===== src/rtl/estacionamiento_if.sv =====
// Sensor inputs and status/pulse outputs of the parking-lot passage controller.
// The controller uses the slave modport; the driving environment uses master.
interface estacionamiento_if #(
  parameter int WIDTH = 3
) ();
  logic             sens_a;
  logic             sens_b;
  logic             up;
  logic             down;
  logic [WIDTH-1:0] count;
  logic             full;
  logic             empty;
  logic             gate_open;
  logic             denied;
  logic             err;

  modport master (
    output sens_a, sens_b,
    input  up, down, count, full, empty, gate_open, denied, err
  );

  modport slave (
    input  sens_a, sens_b,
    output up, down, count, full, empty, gate_open, denied, err
  );
endinterface


===== src/rtl/estacionamiento_ctrl.sv =====
// Parking-lot passage controller: decodes the two photo-sensor sequence into
// entry/exit events, keeps occupancy, and drives the barrier and event pulses.
module estacionamiento_ctrl #(
  parameter int CAPACITY = 7,
  parameter int WIDTH    = 3,
  parameter int TIMEOUT  = 1000
) (
  input  logic              clk,
  input  logic              reset,
  estacionamiento_if.slave  bus
);

  localparam int TW = $clog2(TIMEOUT + 1);

  typedef enum logic [3:0] {
    IDLE, EN1, EN2, EN3, EX1, EX2, EX3, REJ, ABORT
  } state_t;

  state_t           state, nxt;
  logic             a_p0, a_p1, b_p0, b_p1;
  logic [1:0]       s;
  logic [TW-1:0]    tmr;
  logic [WIDTH-1:0] cnt_n;
  logic             up_n, dn_n, den_n, err_n;

  function automatic logic in_passage(input state_t st);
    return (st == EN1) || (st == EN2) || (st == EN3) ||
           (st == EX1) || (st == EX2) || (st == EX3);
  endfunction

  // Stage p0/p1: two-flop synchronizers for the asynchronous sensors
  always_ff @(posedge clk or negedge reset) begin
    if (!reset) begin
      a_p0 <= 1'b0;
      a_p1 <= 1'b0;
      b_p0 <= 1'b0;
      b_p1 <= 1'b0;
    end else begin
      a_p0 <= bus.sens_a;
      a_p1 <= a_p0;
      b_p0 <= bus.sens_b;
      b_p1 <= b_p0;
    end
  end

  assign s = {a_p1, b_p1};

  always_comb begin
    nxt   = state;
    up_n  = 1'b0;
    dn_n  = 1'b0;
    den_n = 1'b0;
    err_n = 1'b0;
    unique case (state)
      IDLE: case (s)
        2'b10: if (bus.full) begin nxt = REJ; den_n = 1'b1; end else nxt = EN1;
        2'b01: nxt = EX1;
        2'b11: begin nxt = ABORT; err_n = 1'b1; end
        default: ;
      endcase
      EN1: case (s)
        2'b11: nxt = EN2;
        2'b00: nxt = IDLE;
        2'b01: begin nxt = ABORT; err_n = 1'b1; end
        default: ;
      endcase
      EN2: case (s)
        2'b01: nxt = EN3;
        2'b10: nxt = EN1;
        2'b00: begin nxt = ABORT; err_n = 1'b1; end
        default: ;
      endcase
      EN3: case (s)
        2'b00: begin
          nxt = IDLE;
          // A completion at capacity can only follow a race past REJ; flag it.
          if (bus.count == WIDTH'(CAPACITY)) err_n = 1'b1;
          else                               up_n  = 1'b1;
        end
        2'b11: nxt = EN2;
        2'b10: begin nxt = ABORT; err_n = 1'b1; end
        default: ;
      endcase
      EX1: case (s)
        2'b11: nxt = EX2;
        2'b00: nxt = IDLE;
        2'b10: begin nxt = ABORT; err_n = 1'b1; end
        default: ;
      endcase
      EX2: case (s)
        2'b10: nxt = EX3;
        2'b01: nxt = EX1;
        2'b00: begin nxt = ABORT; err_n = 1'b1; end
        default: ;
      endcase
      EX3: case (s)
        2'b00: begin
          nxt = IDLE;
          if (bus.count == '0) err_n = 1'b1;
          else                 dn_n  = 1'b1;
        end
        2'b11: nxt = EX2;
        2'b01: begin nxt = ABORT; err_n = 1'b1; end
        default: ;
      endcase
      REJ, ABORT: if (s == 2'b00) nxt = IDLE;
      default: nxt = IDLE;
    endcase
    // A stalled passage (no state change) aborts once the timer expires.
    if (in_passage(state) && (nxt == state) && (tmr == TW'(TIMEOUT - 1))) begin
      nxt   = ABORT;
      err_n = 1'b1;
    end
    cnt_n = bus.count;
    if (up_n) cnt_n = bus.count + 1'b1;
    if (dn_n) cnt_n = bus.count - 1'b1;
  end

  // Stage p2: state, timer, occupancy and all registered outputs
  always_ff @(posedge clk or negedge reset) begin
    if (!reset) begin
      state         <= IDLE;
      tmr           <= '0;
      bus.count     <= '0;
      bus.full      <= 1'b0;
      bus.empty     <= 1'b1;
      bus.gate_open <= 1'b0;
      bus.up        <= 1'b0;
      bus.down      <= 1'b0;
      bus.denied    <= 1'b0;
      bus.err       <= 1'b0;
    end else begin
      state <= nxt;
      if (nxt != state || !in_passage(state)) tmr <= '0;
      else                                    tmr <= tmr + 1'b1;
      bus.count     <= cnt_n;
      bus.full      <= (cnt_n == WIDTH'(CAPACITY));
      bus.empty     <= (cnt_n == '0);
      bus.gate_open <= in_passage(nxt);
      bus.up        <= up_n;
      bus.down      <= dn_n;
      bus.denied    <= den_n;
      bus.err       <= err_n;
    end
  end

endmodule


===== src/flat_wrapper.sv =====
// flat-port wrapper written by rule: the top's interface ports become plain ports
module estacionamiento_ctrl_flat 
#(
  parameter int CAPACITY = 7,
  parameter int WIDTH    = 3,
  parameter int TIMEOUT  = 1000
)
  (clk, reset, bus_sens_a, bus_sens_b, bus_up, bus_down, bus_count, bus_full, bus_empty, bus_gate_open, bus_denied, bus_err);
  estacionamiento_if #(.WIDTH(WIDTH)) bus_i ();
  input  logic clk;
  input  logic reset;
  input wire logic [$bits(bus_i.sens_a)-1:0] bus_sens_a;
  input wire logic [$bits(bus_i.sens_b)-1:0] bus_sens_b;
  output wire logic [$bits(bus_i.up)-1:0] bus_up;
  output wire logic [$bits(bus_i.down)-1:0] bus_down;
  output wire logic [$bits(bus_i.count)-1:0] bus_count;
  output wire logic [$bits(bus_i.full)-1:0] bus_full;
  output wire logic [$bits(bus_i.empty)-1:0] bus_empty;
  output wire logic [$bits(bus_i.gate_open)-1:0] bus_gate_open;
  output wire logic [$bits(bus_i.denied)-1:0] bus_denied;
  output wire logic [$bits(bus_i.err)-1:0] bus_err;
  assign bus_i.sens_a = bus_sens_a;
  assign bus_i.sens_b = bus_sens_b;
  assign bus_up = bus_i.up;
  assign bus_down = bus_i.down;
  assign bus_count = bus_i.count;
  assign bus_full = bus_i.full;
  assign bus_empty = bus_i.empty;
  assign bus_gate_open = bus_i.gate_open;
  assign bus_denied = bus_i.denied;
  assign bus_err = bus_i.err;
  estacionamiento_ctrl #(.CAPACITY(CAPACITY), .WIDTH(WIDTH), .TIMEOUT(TIMEOUT)) u_core (.clk(clk), .reset(reset), .bus(bus_i));
endmodule

===== config.mk =====
export PLATFORM = sky130hd
export DESIGN_NAME = estacionamiento_ctrl_flat
export DESIGN_NICKNAME = d
export VERILOG_FILES = /design/src/rtl/estacionamiento_if.sv /design/src/rtl/estacionamiento_ctrl.sv /design/src/flat_wrapper.sv
export SDC_FILE = /design/constraint.sdc
export NUM_CORES = 1
export LEC_CHECK = 0
export ABC_AREA = 1
export CAP_MARGIN = 20
export CORE_ASPECT_RATIO = 0.5
export CORE_MARGIN = 2
export CORE_UTILIZATION = 63
export CTS_CLUSTER_SIZE = 30
export DETAILED_ROUTE_END_ITERATION = 10
export PLACE_DENSITY = 0.84
export SYNTH_ARGS = -nofsm -noshare
export SYNTH_HDL_FRONTEND = slang
export SYNTH_SLANG_ARGS = --single-unit

===== constraint.sdc =====
create_clock -name clk -period 3.3 [get_ports clk]
set_clock_uncertainty 0.1 [all_clocks]
set_input_delay 0.825 -clock clk [delete_from_list [all_inputs] [get_ports clk]]
set_output_delay 0.825 -clock clk [all_outputs]
set_load 0.005 [all_outputs]

==> run_results.csv <==
group,metric,value,unit
run,drv_cap,0,
die,start_util,66.5,%
clock_network,cts_resized,0,
clock_network,postCtsSetupRepairBufs,0,
timing,finalHoldViolCount,0,
finish,regMostFlops,"u_core.tmr",
placement,portBuffers,13,
clock_network,cts_htree_levels,1,
timing,fmax,393,MHz
outcome,status,"complete, no violations",
finish,final-seq-area,702,um2
timing,report.final.slew_viol_count,0,
yosys,syn_area,2000,um2
clock_network,cts_buffers,3,
setup_path,slowest_delay,0.44,ns
timing,maxSlewHeadroom,55.8,%
hold_path,hold-path-cell-count,0,
timing,finalSetupViolations,0,
finish,largest_register_ffs,10,
placement,pre_cts_slack,0.792,ns
clock_network,cts.sinks,28,
global_route,grt_max_degree,16,
global_route,grt_overflow,0,
timing,worst_slack,0.757,ns
clock_network,clock_latency,0.27,ns
finish,area_growth,10.7,%
route,drc,0,
placement,gp_congestion,1.02,
die,fp.dieH,43.9,um
timing,worstMarginPinSlew,0.661,ns
die,rows,14,
pwr,p_leak,1.05,nW
global_route,antenna_found_initial,0,
clock_network,root_buffer,"clkbuf_8",
die,ios,14,
route,routedWlPerCell,14.4,um
yosys,synth_seq_cells,28,
setup_path,crit_top_cell,"nand2_1",
timing,fin_crit,2.54,ns
timing,period_share,77.1,%
finish,antennaDiodeCount,0,
global_route,grt_pass1_wl,7510,um
setup_path,crit_path_cell_trace,"inv_1, ha_1, inv_2, o21ai_0, nand2_1, nand2_1, nor2_1, nand2_1, nand2_1, nand3_1, nor2_2, nand2_4, nand2_2, nand2_2, nand2_4, nor3_2",
yosys,syn-num-nets,265,
setup_path,cp-start-kind,"register",
finish,fin_nets,281,
setup_path,cpMaxStageDelayCell,"dfrtp_1",
route,drt_iter0_markers,127,
setup_path,cp_max_fo,10,
placement,dp_hpwl,3480,um
finish,drive_gt1_share,22.7,%
die,die-area,3670,um2
clock_network,ctsHoldBuffers,0,
yosys,yosys_warnings,0,
clock_network,cts_tree,"built",
hold_path,hp-class,"register to register",
global_route,grt_use_total,26.1,%
die,die_w,83.7,um
finish,reg.largest.list,"u_core.tmr x10, u_core.state x4, u_core.bus.count x3",
yosys,synthCells,249,
setup_path,critPathKind,"register to register",
route,wirelength,4370,um
timing,final.setup.tns,0,ns
global_route,grt_pass1_vias,1536,
setup_path,critPathArrivalTime,2.60,ns
clock_network,clk_pin_slew,0.09,ns
pwr,power_density,602,nW/um2
setup_path,r2r_cells,16,
setup_path,crit_required,3.36,ns
route,via_per_inst,5.46,
route,dr_total_vias,1660,
pwr,peakVddDrop,0.000365,V
finish,num-fill-cells,242,
yosys,synth_seq_area_share,35.0,%
setup_path,path_buf_inv,2,
setup_path,path_depth,16,
finish,fin_util,73.6,%
route,ant_nets,0,
die,design.core.area,3010,um2
yosys,synth_cell_type_count,32,
timing,rsz0062_at_grt,"no",
clock_network,cts.path.max_buffers,2,
route,drtPass1Iterations,4,
yosys,avgSynthCellArea,8.04,um2
finish,multi_input_area,1160,um2
setup_path,cp-end-kind,"register",
setup_path,crit_family,"simple AND/OR/NAND/NOR gates",
[cell usage in the layout, fill, tap and decap left out, types with 2 or more instances in the layout]
| cell | synthesis | layout |
|---|---|---|
| a21oi_1 | 5 | 5 |
| a22oi_1 | 3 | 3 |
| clkbuf_8 | 0 | 4 |
| clkdlybuf4s50_1 | 0 | 13 |
| dfrtp_1 | 27 | 27 |
| ha_1 | 12 | 12 |
| inv_1 | 22 | 22 |
| inv_2 | 6 | 6 |
| nand2_1 | 63 | 63 |
| nand2_2 | 13 | 13 |
| nand2_4 | 4 | 4 |
| nand3_1 | 14 | 14 |
| nand3_4 | 2 | 2 |
| nand4_1 | 4 | 4 |
| nor2_1 | 15 | 15 |
| nor2_2 | 11 | 11 |
| nor2_4 | 2 | 2 |
| nor3_1 | 2 | 2 |
| nor3_2 | 11 | 11 |
| o21ai_0 | 10 | 10 |
| o21ai_1 | 2 | 2 |
| or2_2 | 2 | 2 |
| xnor2_1 | 2 | 2 |
| xor2_1 | 6 | 6 |
[worst reg2reg max path, stage by stage (launching register included)]
cell     delay [ns]
dfrtp_1        0.44
inv_1          0.11
ha_1           0.30
inv_2          0.18
o21ai_0        0.14
nand2_1        0.10
nand2_1        0.05
nor2_1         0.14
nand2_1        0.09
nand2_1        0.06
nand3_1        0.07
nor2_2         0.13
nand2_4        0.09
nand2_2        0.10
nand2_2        0.07
nand2_4        0.19
nor3_2         0.08
[Yosys cell counts, drive strengths merged]
| cell type | n | share of area [%] |
|---|---|---|
| a21oi | 5 | 1.2 |
| a221oi | 2 | 1.2 |
| a22oi | 3 | 1.1 |
| and3 | 1 | 0.31 |
| buf | 3 | 1.4 |
| dfrtp | 27 | 34 |
| dfstp | 1 | 1.3 |
| ha | 12 | 7.5 |
| inv | 29 | 5.6 |
| nand2 | 80 | 18 |
| nand3 | 16 | 5.2 |
| nand4 | 4 | 1.2 |
| nor2 | 28 | 7.4 |
| nor3 | 13 | 6.0 |
| o2111ai | 1 | 0.44 |
| o21ai | 13 | 3.8 |
| o22ai | 1 | 0.31 |
| or2 | 2 | 0.62 |
| xnor2 | 2 | 0.87 |
| xor2 | 6 | 2.6 |
[kinds of logic (layout without fill, tap and decap cells)]
| group | Yosys count | count (layout) | share of synthesized area (%) |
|---|---|---|---|
| simple gates | 144 | 144 | 38.9 |
| buf+inv | 32 | 47 | 6.93 |
| flops | 28 | 28 | 35.0 |
| compound gates | 25 | 25 | 8.12 |
| fa+ha+maj | 12 | 12 | 7.50 |
| xor+xnor | 8 | 8 | 3.50 |
[metal layers]
layer  up-vias  part of all wire [%]  track usage (%)
met3         6                   7.3             5.90
li1        830                     -                -
met1       761                    46             37.3
met2        63                    45             42.1
met4         0                  0.98             4.19
met5         -                     0                0
[cell type report]
cell class	count	area share (%)
clock buffers	4	2.48
repair buffers	14	6.20
inverters	29	5.02
well taps	40	2.26
flip-flops and latches	28	31.6
multi-input cells	189	52.4
[report_power, final]
group | switching, mW | internal [mW] | total (mW)
clock network | 0.101 | 0.107 | 0.207
registers | 0.0768 | 0.388 | 0.465
logic | 0.447 | 0.215 | 0.663
[worst paths after layout]
kind | slack, ns | startpoint | to
max | 0.76 | u_core.b_p1$_DFF_PN0_ | u_core.tmr[3]$_DFF_PN0_
min | 0.27 | u_core.a_p0$_DFF_PN0_ | u_core.a_p1$_DFF_PN0_
max reg2reg | 0.76 | u_core.b_p1$_DFF_PN0_ | u_core.tmr[3]$_DFF_PN0_
min reg2reg | 0.27 | u_core.a_p0$_DFF_PN0_ | u_core.a_p1$_DFF_PN0_
max in group asynchronous | 1.54 | reset | u_core.bus.empty$_DFF_PN1_
min in group asynchronous | 0.85 | reset | u_core.state[0]$_DFF_PN0_
[per-stage QoR]
stage | hold WS (ns) | cell area [um2] | power (mW) | instances
2_1_floorplan | 0.231 | 2000 | 0.975 | 249
3_3_place_gp | 0.238 | 2160 | 1.11 | 300
3_5_place_dp | 0.246 | 2160 | 1.12 | 300
4_1_cts | 0.268 | 2220 | 1.34 | 304
5_1_grt | 0.272 | 2220 | 1.43 | 304
6_report | 0.268 | 2220 | 1.33 | 304
No activity file was read; power rests on OpenSTA's default activity.
